--- src/rtl/synth_spi_register_port.sv ---
// SPI mode-0 slave front end that turns {address, value} frames into single-cycle register writes.
// Six i_Clock cycles from the last SCK edge to the strobe; i_WriteStall holds frames in the FIFO, and a full FIFO drops new frames and sets the sticky o_Overflow.
module synth_spi_register_port #(
    parameter int ADDR_BITS  = 16,
    parameter int DATA_BITS  = 8,
    parameter int FIFO_DEPTH = 4,
    parameter int BURST_EN   = 1,
    localparam int LVL_W     = $clog2(FIFO_DEPTH) + 1
) (
    input  logic                 i_Clock,
    input  logic                 i_Reset,
    input  logic                 i_SPI_SCK,
    input  logic                 i_SPI_CS_n,
    input  logic                 i_SPI_MOSI,
    input  logic                 i_WriteStall,
    output logic                 o_RegisterWriteEnable,
    output logic [ADDR_BITS-1:0] o_RegisterWriteNumber,
    output logic [DATA_BITS-1:0] o_RegisterWriteValue,
    output logic                 o_FrameError,
    output logic                 o_Overflow,
    output logic [LVL_W-1:0]     o_FifoLevel
);

    localparam int FULL_BITS = ADDR_BITS + DATA_BITS;
    localparam int CNT_W     = $clog2(FULL_BITS + 1);
    localparam int PTR_W     = $clog2(FIFO_DEPTH);

    typedef struct packed {
        logic [ADDR_BITS-1:0] addr;
        logic [DATA_BITS-1:0] value;
    } frame_t;

    logic [1:0] sck_sync;
    logic [1:0] cs_sync;
    logic [1:0] mosi_sync;
    logic       sck_prev;
    logic       cs_prev;
    logic       sck_rise;
    logic       cs_rise;
    logic       cs_low;
    logic       mosi_bit;

    // Idle-level reset values keep a reset release from looking like an SCK or CS_n edge.
    always_ff @(posedge i_Clock) begin
        if (i_Reset) begin
            sck_sync  <= 2'b11;
            cs_sync   <= 2'b11;
            mosi_sync <= 2'b00;
            sck_prev  <= 1'b1;
            cs_prev   <= 1'b1;
            sck_rise  <= 1'b0;
            cs_rise   <= 1'b0;
            cs_low    <= 1'b0;
            mosi_bit  <= 1'b0;
        end else begin
            sck_sync  <= {sck_sync[0], i_SPI_SCK};
            cs_sync   <= {cs_sync[0], i_SPI_CS_n};
            mosi_sync <= {mosi_sync[0], i_SPI_MOSI};
            sck_prev  <= sck_sync[1];
            cs_prev   <= cs_sync[1];
            sck_rise  <= sck_sync[1] & ~sck_prev;
            cs_rise   <= cs_sync[1] & ~cs_prev;
            cs_low    <= ~cs_sync[1];
            mosi_bit  <= mosi_sync[1];
        end
    end

    logic [CNT_W-1:0]     bit_cnt;
    logic [CNT_W-1:0]     bit_cnt_inc;
    logic [CNT_W-1:0]     frame_len;
    logic                 burst;
    logic [FULL_BITS-1:0] shift_reg;
    logic [FULL_BITS-1:0] shift_next;
    logic [ADDR_BITS-1:0] last_addr;
    logic                 shift_en;
    logic                 frame_done;
    frame_t               push_dat;

    always_comb begin
        shift_next  = {shift_reg[FULL_BITS-2:0], mosi_bit};
        bit_cnt_inc = bit_cnt + 1'b1;
        frame_len   = CNT_W'(FULL_BITS);
        if (BURST_EN != 0 && burst) begin
            frame_len = CNT_W'(DATA_BITS);
        end
        shift_en   = sck_rise & cs_low;
        frame_done = shift_en && (bit_cnt_inc == frame_len);
        // The value is always the most recent DATA_BITS shifted in; burst frames carry no address.
        push_dat.value = shift_next[DATA_BITS-1:0];
        push_dat.addr  = shift_next[FULL_BITS-1:DATA_BITS];
        if (BURST_EN != 0 && burst) begin
            push_dat.addr = last_addr + 1'b1;
        end
    end

    always_ff @(posedge i_Clock) begin
        if (i_Reset) begin
            bit_cnt      <= '0;
            burst        <= 1'b0;
            shift_reg    <= '0;
            last_addr    <= '0;
            o_FrameError <= 1'b0;
        end else begin
            o_FrameError <= cs_rise && (bit_cnt != '0);
            if (cs_rise) begin
                bit_cnt <= '0;
                burst   <= 1'b0;
            end else if (shift_en) begin
                shift_reg <= shift_next;
                if (frame_done) begin
                    bit_cnt   <= '0;
                    burst     <= 1'b1;
                    last_addr <= push_dat.addr;
                end else begin
                    bit_cnt <= bit_cnt_inc;
                end
            end
        end
    end

    frame_t           fifo_mem [FIFO_DEPTH];
    logic [PTR_W-1:0] wr_ptr;
    logic [PTR_W-1:0] rd_ptr;
    logic             fifo_full;
    logic             fifo_empty;
    logic             pop;
    logic             push_ok;

    always_comb begin
        fifo_full  = (o_FifoLevel == LVL_W'(FIFO_DEPTH));
        fifo_empty = (o_FifoLevel == '0);
        pop        = !fifo_empty && !i_WriteStall;
        // A pop in the same cycle frees the slot, so a full FIFO still takes the frame.
        push_ok    = frame_done && (!fifo_full || pop);
    end

    always_ff @(posedge i_Clock) begin
        if (push_ok) begin
            fifo_mem[wr_ptr] <= push_dat;
        end
    end

    always_ff @(posedge i_Clock) begin
        if (i_Reset) begin
            wr_ptr      <= '0;
            rd_ptr      <= '0;
            o_FifoLevel <= '0;
            o_Overflow  <= 1'b0;
        end else begin
            if (push_ok) begin
                wr_ptr <= wr_ptr + 1'b1;
            end
            if (pop) begin
                rd_ptr <= rd_ptr + 1'b1;
            end
            o_FifoLevel <= o_FifoLevel + LVL_W'(push_ok) - LVL_W'(pop);
            if (frame_done && !push_ok) begin
                o_Overflow <= 1'b1;
            end
        end
    end

    logic   pop_vld;
    frame_t pop_dat;

    always_ff @(posedge i_Clock) begin
        if (i_Reset) begin
            pop_vld               <= 1'b0;
            pop_dat               <= '0;
            o_RegisterWriteEnable <= 1'b0;
            o_RegisterWriteNumber <= '0;
            o_RegisterWriteValue  <= '0;
        end else begin
            pop_vld <= pop;
            if (pop) begin
                pop_dat <= fifo_mem[rd_ptr];
            end
            o_RegisterWriteEnable <= pop_vld;
            if (pop_vld) begin
                o_RegisterWriteNumber <= pop_dat.addr;
                o_RegisterWriteValue  <= pop_dat.value;
            end
        end
    end

endmodule
--- config.mk ---
export PLATFORM = sky130hd
export DESIGN_NAME = synth_spi_register_port
export DESIGN_NICKNAME = d
export VERILOG_FILES = /design/src/rtl/synth_spi_register_port.sv
export SDC_FILE = /design/constraint.sdc
export NUM_CORES = 1
export LEC_CHECK = 0
export ABC_CLOCK_PERIOD_IN_PS = 3400
export CORE_MARGIN = 1
export CORE_UTILIZATION = 34
export DETAILED_ROUTE_END_ITERATION = 10
export PLACE_DENSITY_LB_ADDON = 0.1
export SLEW_MARGIN = 20
export SYNTH_ARGS = -nofsm -noshare
export SYNTH_HDL_FRONTEND = slang
export SYNTH_SLANG_ARGS = --single-unit
--- constraint.sdc ---
create_clock -name i_Clock -period 3.4 [get_ports i_Clock]
set_clock_uncertainty 0.15 [all_clocks]
set_input_delay 0.34 -clock i_Clock [delete_from_list [all_inputs] [get_ports i_Clock]]
set_output_delay 0.34 -clock i_Clock [all_outputs]
set_load 0.01 [all_outputs]
Word level (Yosys, flattened, before mapping) --
Memory sizes are Yosys's and may differ from the RTL's. A register that Yosys moved wholly into a read port is not among the register bits. Cells that the tools add are included.
Operators by class: add/subtract/negate cells 6, $mul 0, div/mod/pow operators 0, magnitude comparators 0, equality and inequality tests 2, shift operators 0, multiplexer cells 5, bitwise gates (word level) 7, reductions and logical operators 16
Operators by type and width (number):
- 16-bit by 1-bit adder with 16-bit output (second input constant) | 1
- 16-bit 2-to-1 mux | 1
- 5-bit 2-to-1 mux | 2
- 5-bit by 1-bit adder with 5-bit output (second input constant) | 1
- 5-bit == test | 1
- 1-bit logical AND | 5
- 5-bit nonzero test | 1
- 2-bit by 1-bit adder with 2-bit output (second input constant) | 2
- 1-bit logical NOT | 4
- 1-bit NOT | 4
- 2-bit AND reduction | 2
- 3-bit by 1-bit adder with 3-bit output | 1
- 1-bit AND | 3
- 3-bit == test (second input constant) | 1
- 3-bit logical NOT | 1
- 3-bit AND reduction | 1
- 3-bit by 1-bit subtractor with 3-bit output | 1
- 1-bit 2-to-1 mux | 2
- 2-bit OR reduction | 1
- 1-bit logical OR | 1
Storage, ports and cells: register bits 92, latch bits 0, memory bits (writable) 96, memory bits (read-only) 0, input bits 6, output and inout bits 30, word-level logic and storage cells 59, memories 1
Memories:
- fifo_mem | words 4, width 24, read ports 1, clocked after memory_dff 1, write ports 1, RTL line 121 | frame_t fifo_mem [FIFO_DEPTH];

Depth between registers and ports, before layout --
Gate-level depths: netlist (run 1).
depth in word-level cells 7, depth in mapped cells 14, depth with buffers taken out 14

Least setup slack after synthesis (run 1) --
Ideal clock, no wire load.
path type register -> register, from register o_FifoLevel[1], to register o_FifoLevel[2], setup time 0.128 ns, arrival time 2.539 ns, required time 3.122 ns, setup slack 0.584 ns, cell stages (with the launch flop) 14, buffers on the path 2, period minus slack after synthesis 2.816 ns, path through dfxtp_1 nor3_1 or2_2 clkbuf_1 inv_2 buf_1 ha_1 inv_1 ha_1 inv_1 fa_1 xor2_1 xnor2_1 nor2_1
On the way: cells in the longest elaborated chain, start to end 7, elaborated cells between the ends (all ways) 9, classes of those cells 2 x add/sub; 1 x eq/ne; 6 x reduce/logical
RTL lines:
- start, declared | RTL line 21 | output logic [LVL_W-1:0] o_FifoLevel
- start signal, assigned | RTL line 156 | o_FifoLevel <= o_FifoLevel + LVL_W'(push_ok) - LVL_W'(pop);
- 3-bit logical NOT * | RTL line 131 | fifo_empty = (o_FifoLevel == '0);
- 1-bit logical NOT * | RTL line 132 | pop = !fifo_empty && !i_WriteStall;
- 1-bit logical AND * | RTL line 132
- named net pop | RTL line 126 | logic pop;
- 1-bit logical OR | RTL line 134 | push_ok = frame_done && (!fifo_full || pop);
- 1-bit logical AND | RTL line 134
- 3-bit by 1-bit adder with 3-bit output | RTL line 156
- 3-bit by 1-bit subtractor with 3-bit output * | RTL line 156
Mark *: on every way through the listed nets, which the timed path passes. The rest lies on a longest branch. A chain may end at the register's enable or synchronous reset.

Worst setup path after layout (run 1) --
from register bit_cnt[0], to register o_FifoLevel[2]
On the way: cells in the longest elaborated chain, start to end 6
RTL lines:
- start, declared | RTL line 68 | logic [CNT_W-1:0] bit_cnt;
- start signal, assigned | RTL line 115 | bit_cnt <= bit_cnt_inc;
- 5-bit by 1-bit adder with 5-bit output | RTL line 81 | bit_cnt_inc = bit_cnt + 1'b1;
- 5-bit == test | RTL line 87 | frame_done = shift_en && (bit_cnt_inc == frame_len);
- 1-bit logical AND | RTL line 87
- 1-bit logical AND | RTL line 134
- 3-bit by 1-bit adder with 3-bit output | RTL line 156
- 3-bit by 1-bit subtractor with 3-bit output | RTL line 156
Every way passes these cells.

==> results.toml, run 1 <==
[critical_path]
worst_ep_arrival_time_ps = 3100
crit_buf_inv = 3
crit_family = "adder cells"
cp_slowest_cell = "dfxtp_1"
path_class = "reg2reg"
slowest_delay_ps = 410
timing.critical_path.from_type = "register"
path_max_fanout = 6
crit_path_end_kind = "register"
worstPathCellList = "ha_1, and3_1, o21a_1, nand3_1, nor2_1, inv_1, ha_1, inv_1, ha_1, inv_1, fa_1, xor2_1, xnor2_1, nor2_1"
required_ps = 3610

[finish]
num_antenna_cells = 0
nNetsFinal = 747
layout-drive-gt1-share_pct = 11.7
area_growth_syn_to_layout_pct = 17.4
layout_common_cells = "nand2_1 (125), dfxtp_1 (116), edfxtp_1 (96), a21oi_1 (68), nor2_1 (46)"
final_common_cell = "nand2_1"
largest_reg_flops = 96

[route]
via_per_inst = 4.80
drc_errors = 0
vias = 5114
drt_iter0_markers = 411
drt_pre_antenna_iters = 5
ant_nets = 0
wl_per_cell_um = 15.6
totalWireLength_um = 16600

[place]
dp_hpwl_um = 10300
place.gp.congestion = 0.750
port_buffers = 35

[synthesis]
synth_top_area_share_pct = 35.0
yosys.area.top_type = "edfxtp_1"
synth_area_sq_um = 8250
synth_async_sr_flop_share_pct = 0
ys_top_cells_by_area = "edfxtp_1 (35%), dfxtp_1 (28%), mux4_2 (6.6%)"
synth_edf_count = 96
ys_warn_count = 0
synth-main-ff-cell = "dfxtp_1"
synth_seq_cells = 212
syn_inst = 697
ys_seq_area_share_pct = 63.1
synth_cell_type_count = 47
synth_fp_nets = 714
avgSynthCellArea_sq_um = 11.8

[sta]
setup_viol = 0
rsz0062_at_grt = "no"
finalCriticalPeriod_ps = 2900
tns_ps = 0
worst_pin_slew_ps = 855
slew_viol_final = 0
max_freq_ghz = 0.345
hold_viol_final = 0
post-route-period-util_pct = 85.2
maxSlewHeadroom_pct = 43.0

[clock_network]
clock_sinks = 212
clockRootBuffer = "clkbuf_16"
cts_resized = 0
clk_pin_slew_ps = 60
postCtsSetupRepairBufs = 0
clock_path_buffers = 3
insertion_delay_ps = 500
cts_buffers = 23
tritoncts = "built"
hold_buffers = 0
htree_levels = 1

[floorplanning]
die_y_um = 158
die_w_um = 158
start_util_pct = 34.9
core-area_sq_um = 23600
fp.dieArea_sq_um = 24900
pin_count = 36
rows = 56

[global_routing]
grt_pass1_vias = 4944
track_usage_pct = 13.7
grt_max_degree = 68
antenna_found_initial = 0
grt_util_met1_pct = 18.7
met2_usage_pct = 22.4
grt_pass1_wl_um = 26600
overflow = 0
use_met3_pct = 2.08
top_usage_layer = "met2"

[power]
fin_total_pwr_w = 0.00601
power.density_nw_per_um2 = 621
p_leak_nw = 3.25
ir_drop_v = 0.000266

[run]
max_cap_violations = 0

[min_path]
hp-class = "in2reg"

[status]
outcome = "finished, final reports clean"
==> cell families after synthesis <==
logic type,after synthesis,synth area share [%]
and+or+nand+nor,250,13.7
DFF,212,63.1
AOI/OAI and AO/OA,104,7.22
buffers and inverters,53,2.67
muxes,53,10.1
xor gates and xnor gates,14,1.49
adders and majority gates,11,1.76
==> cells in the mapped netlist (2+ instances only) <==
cell type,n
buf_1,5
o21ai_0,8
nor4_1,2
a31oi_1,8
nand3_1,16
buf_2,5
clkbuf_1,29
xnor2_1,7
mux2i_1,28
or3_1,5
buf_6,2
ha_1,10
nor3_1,6
a21o_1,3
mux4_2,24
nand4_1,3
edfxtp_1,96
a211oi_1,3
and3_1,12
o211ai_1,2
nand3b_1,2
nor3b_1,4
o31a_1,2
nor2b_1,13
o22ai_1,3
inv_1,11
dfxtp_1,116
or2_2,8
nand2b_1,3
a21oi_1,68
or4_1,2
nand2_1,125
xor2_1,7
nor2_1,46
==> worst register-to-register path, cell delays in order, from the launching register on <==
cell	delay (ps)
dfxtp_1	410
ha_1	270
and3_1	180
o21a_1	180
nand3_1	150
nor2_1	130
inv_1	50
ha_1	270
inv_1	60
ha_1	130
inv_1	50
fa_1	370
xor2_1	170
xnor2_1	130
nor2_1	50
==> power by group <==
group          leakage [nW]  internal (W)  switching (W)
Combinational          1.05      0.000372       0.000401
Sequential             1.83       0.00276      0.0000659
Clock                 0.378       0.00148       0.000939
Total                  3.25       0.00461        0.00141
==> routing by layer <==
layer	share of wire, %	up-vias	wire [um]
met5	0	-	0
met4	1.8	0	294
met3	3.4	23	561
met2	47	71	7780
met1	48	2480	7930
li1	-	2540	-
==> metrics by stage <==
stage          utilization [%]  hold WS [ps]  area, sq um  setup WS (ps)  cells
6_report                  41.0           183         9690            504   1065
5_1_grt                   41.0           209         9690            288   1065
4_1_cts                   41.0           161         9690            489   1065
3_5_place_dp              37.8           234         8940            519   1024
3_3_place_gp              37.8           229         8940            626   1024
2_1_floorplan                -           223         8250            584    697
==> worst paths after layout <==
path,slack [ps],end,startpoint,cells after the start
hold / removal,180,o_Overflow$_SDFFE_PP0P_,i_Reset,2
hold reg to reg,240,cs_rise$_SDFF_PP0_,cs_prev$_SDFF_PP1_,1
setup / recovery,500,o_FifoLevel[2]$_SDFF_PP0_,bit_cnt[0]$_SDFFE_PP0P_,14
setup reg to reg,500,o_FifoLevel[2]$_SDFF_PP0_,bit_cnt[0]$_SDFFE_PP0P_,14
==> area by class of cell <==
cell class	count	area, sq um
inverter	12	45.0
timing repair buffer	49	465
fill	2242	13900
multi-input combinational	432	2820
tap	319	399
clock inverter	6	55.1
sequential	212	5200
clock buffer	35	694
No activity file was read; power rests on OpenSTA's default activity.
==> inputs of run 2 (changes only) <==
Settings changed: CORE_UTILIZATION 34 to 40.
==> results.toml, run 2 (synthesized netlist as in run 1, its figures left out) <==
[floorplanning]
die_y_um = 146
core-area_sq_um = 20200
pin_count = 36
start_util_pct = 40.8
rows = 52
fp.dieArea_sq_um = 21200
die_w_um = 146

[critical_path]
timing.critical_path.from_type = "register"
worst_ep_arrival_time_ps = 3080
path_class = "reg2reg"
path_max_fanout = 6
required_ps = 3620
crit_path_end_kind = "register"

[place]
place.gp.congestion = 0.806
dp_hpwl_um = 9960
dpl.cell_count = 975
port_buffers = 35

[route]
totalWireLength_um = 15900
drc_errors = 0
via_per_inst = 5.09
wl_met2_um = 7340
wl_met1_um = 7710
drt_pre_antenna_iters = 5
wl_per_cell_um = 15.6
vias = 5184
route.met3.wl_um = 661
top_layer_used = "met4"
drt_iter0_markers = 303
ant_nets = 0

[global_routing]
grt_pass1_wl_um = 26600
antenna_found_initial = 0
track_usage_pct = 15.5
grt_pass1_vias = 5053
overflow = 0
grt_max_degree = 65

[clock_network]
htree_levels = 1
clockRootBuffer = "clkbuf_16"
clock_sinks = 212
insertion_delay_ps = 500
clock_path_buffers = 3
cts_resized = 0
clk_pin_slew_ps = 50
cts_buffers = 24
tritoncts = "built"
postCtsSetupRepairBufs = 0
hold_buffers = 0

[finish]
largest_reg_flops = 96
nNetsFinal = 748
final_common_cell = "nand2_1"
layout-drive-gt1-share_pct = 11.7
stdcell_count = 1019
layout_common_cells = "nand2_1 (125), dfxtp_1 (116), edfxtp_1 (96), a21oi_1 (68), nor2_1 (46)"
area_growth_syn_to_layout_pct = 17.4
num_antenna_cells = 0
fillers = 1799

[sta]
tns_ps = 0
post-route-period-util_pct = 84.4
max_freq_ghz = 0.349
maxSlewHeadroom_pct = 44.0
fin_hold_ws_ps = 157
rsz0062_at_grt = "no"
setup_viol = 0
slew_viol_final = 0
worst_pin_slew_ps = 840
finalCriticalPeriod_ps = 2870
hold_viol_final = 0

[status]
outcome = "finished, final reports clean"

[power]
p_leak_nw = 3.28
ir_drop_v = 0.000263
power.density_nw_per_um2 = 633

[min_path]
hp-class = "in2reg"

[run]
max_cap_violations = 0
==> run 2: worst max-delay path, cell delays in order, from the launching register on <==
cell and delay [ps]:
dfxtp_1 410, ha_1 260, and3_1 180, o21a_1 170, nand3_1 130, nor2_1 130, inv_1 50, ha_1 270
inv_1 60, ha_1 130, inv_1 50, fa_1 390, xor2_1 180, xnor2_1 130, nor2_1 50
==> run 2: layer usage <==
layer,vias to the layer above,GRT usage (%)
met5,-,0
met4,0,4.00
met3,24,2.79
met2,95,25.1
met1,2523,21.5
li1,2542,-
==> run 2: area by class of cell <==
class | count | area [sq um] | area share (%)
sequential | 212 | 5200 | 53.7
multi-input combinational | 432 | 2820 | 29.1
clock buffer | 41 | 771 | 7.96
timing repair buffer | 49 | 465 | 4.81
tap | 270 | 338 | 3.49
inverter | 12 | 45.0 | 0.465
clock inverter | 3 | 40.0 | 0.413
==> run 2: path summary, 6_finish.rpt <==
| path | start | end | slack (ps) | cells after the start |
|---|---|---|---|---|
| min reg2reg | cs_prev$_SDFF_PP1_ | cs_rise$_SDFF_PP0_ | 240 | 1 |
| min | i_Reset | mosi_sync[0]$_SDFF_PP0_ | 160 | 2 |
| max | bit_cnt[0]$_SDFFE_PP0P_ | o_FifoLevel[2]$_SDFF_PP0_ | 530 | 14 |
| max reg2reg | bit_cnt[0]$_SDFFE_PP0P_ | o_FifoLevel[2]$_SDFF_PP0_ | 530 | 14 |
==> run 2: through the flow <==
| stage | instance area, sq um | total power [W] | setup WS, ps | utilization, % |
|---|---|---|---|---|
| 2_1_floorplan | 8250 | 0.00345 | 584 | - |
| 3_3_place_gp | 8870 | 0.00365 | 632 | 43.9 |
| 3_5_place_dp | 8870 | 0.00367 | 519 | 43.9 |
| 4_1_cts | 9690 | 0.00624 | 506 | 47.9 |
| 5_1_grt | 9690 | 0.00644 | 288 | 47.9 |
| 6_report | 9690 | 0.00614 | 532 | 47.9 |
==> run 2: report_power, final <==
group | total [W] | internal [W] | switching [W] | leakage (nW)
combinational | 0.000764 | 0.000373 | 0.000392 | 1.05
clock | 0.00255 | 0.00161 | 0.000942 | 0.403
sequential | 0.00282 | 0.00276 | 0.0000671 | 1.83
total | 0.00614 | 0.00474 | 0.00140 | 3.28
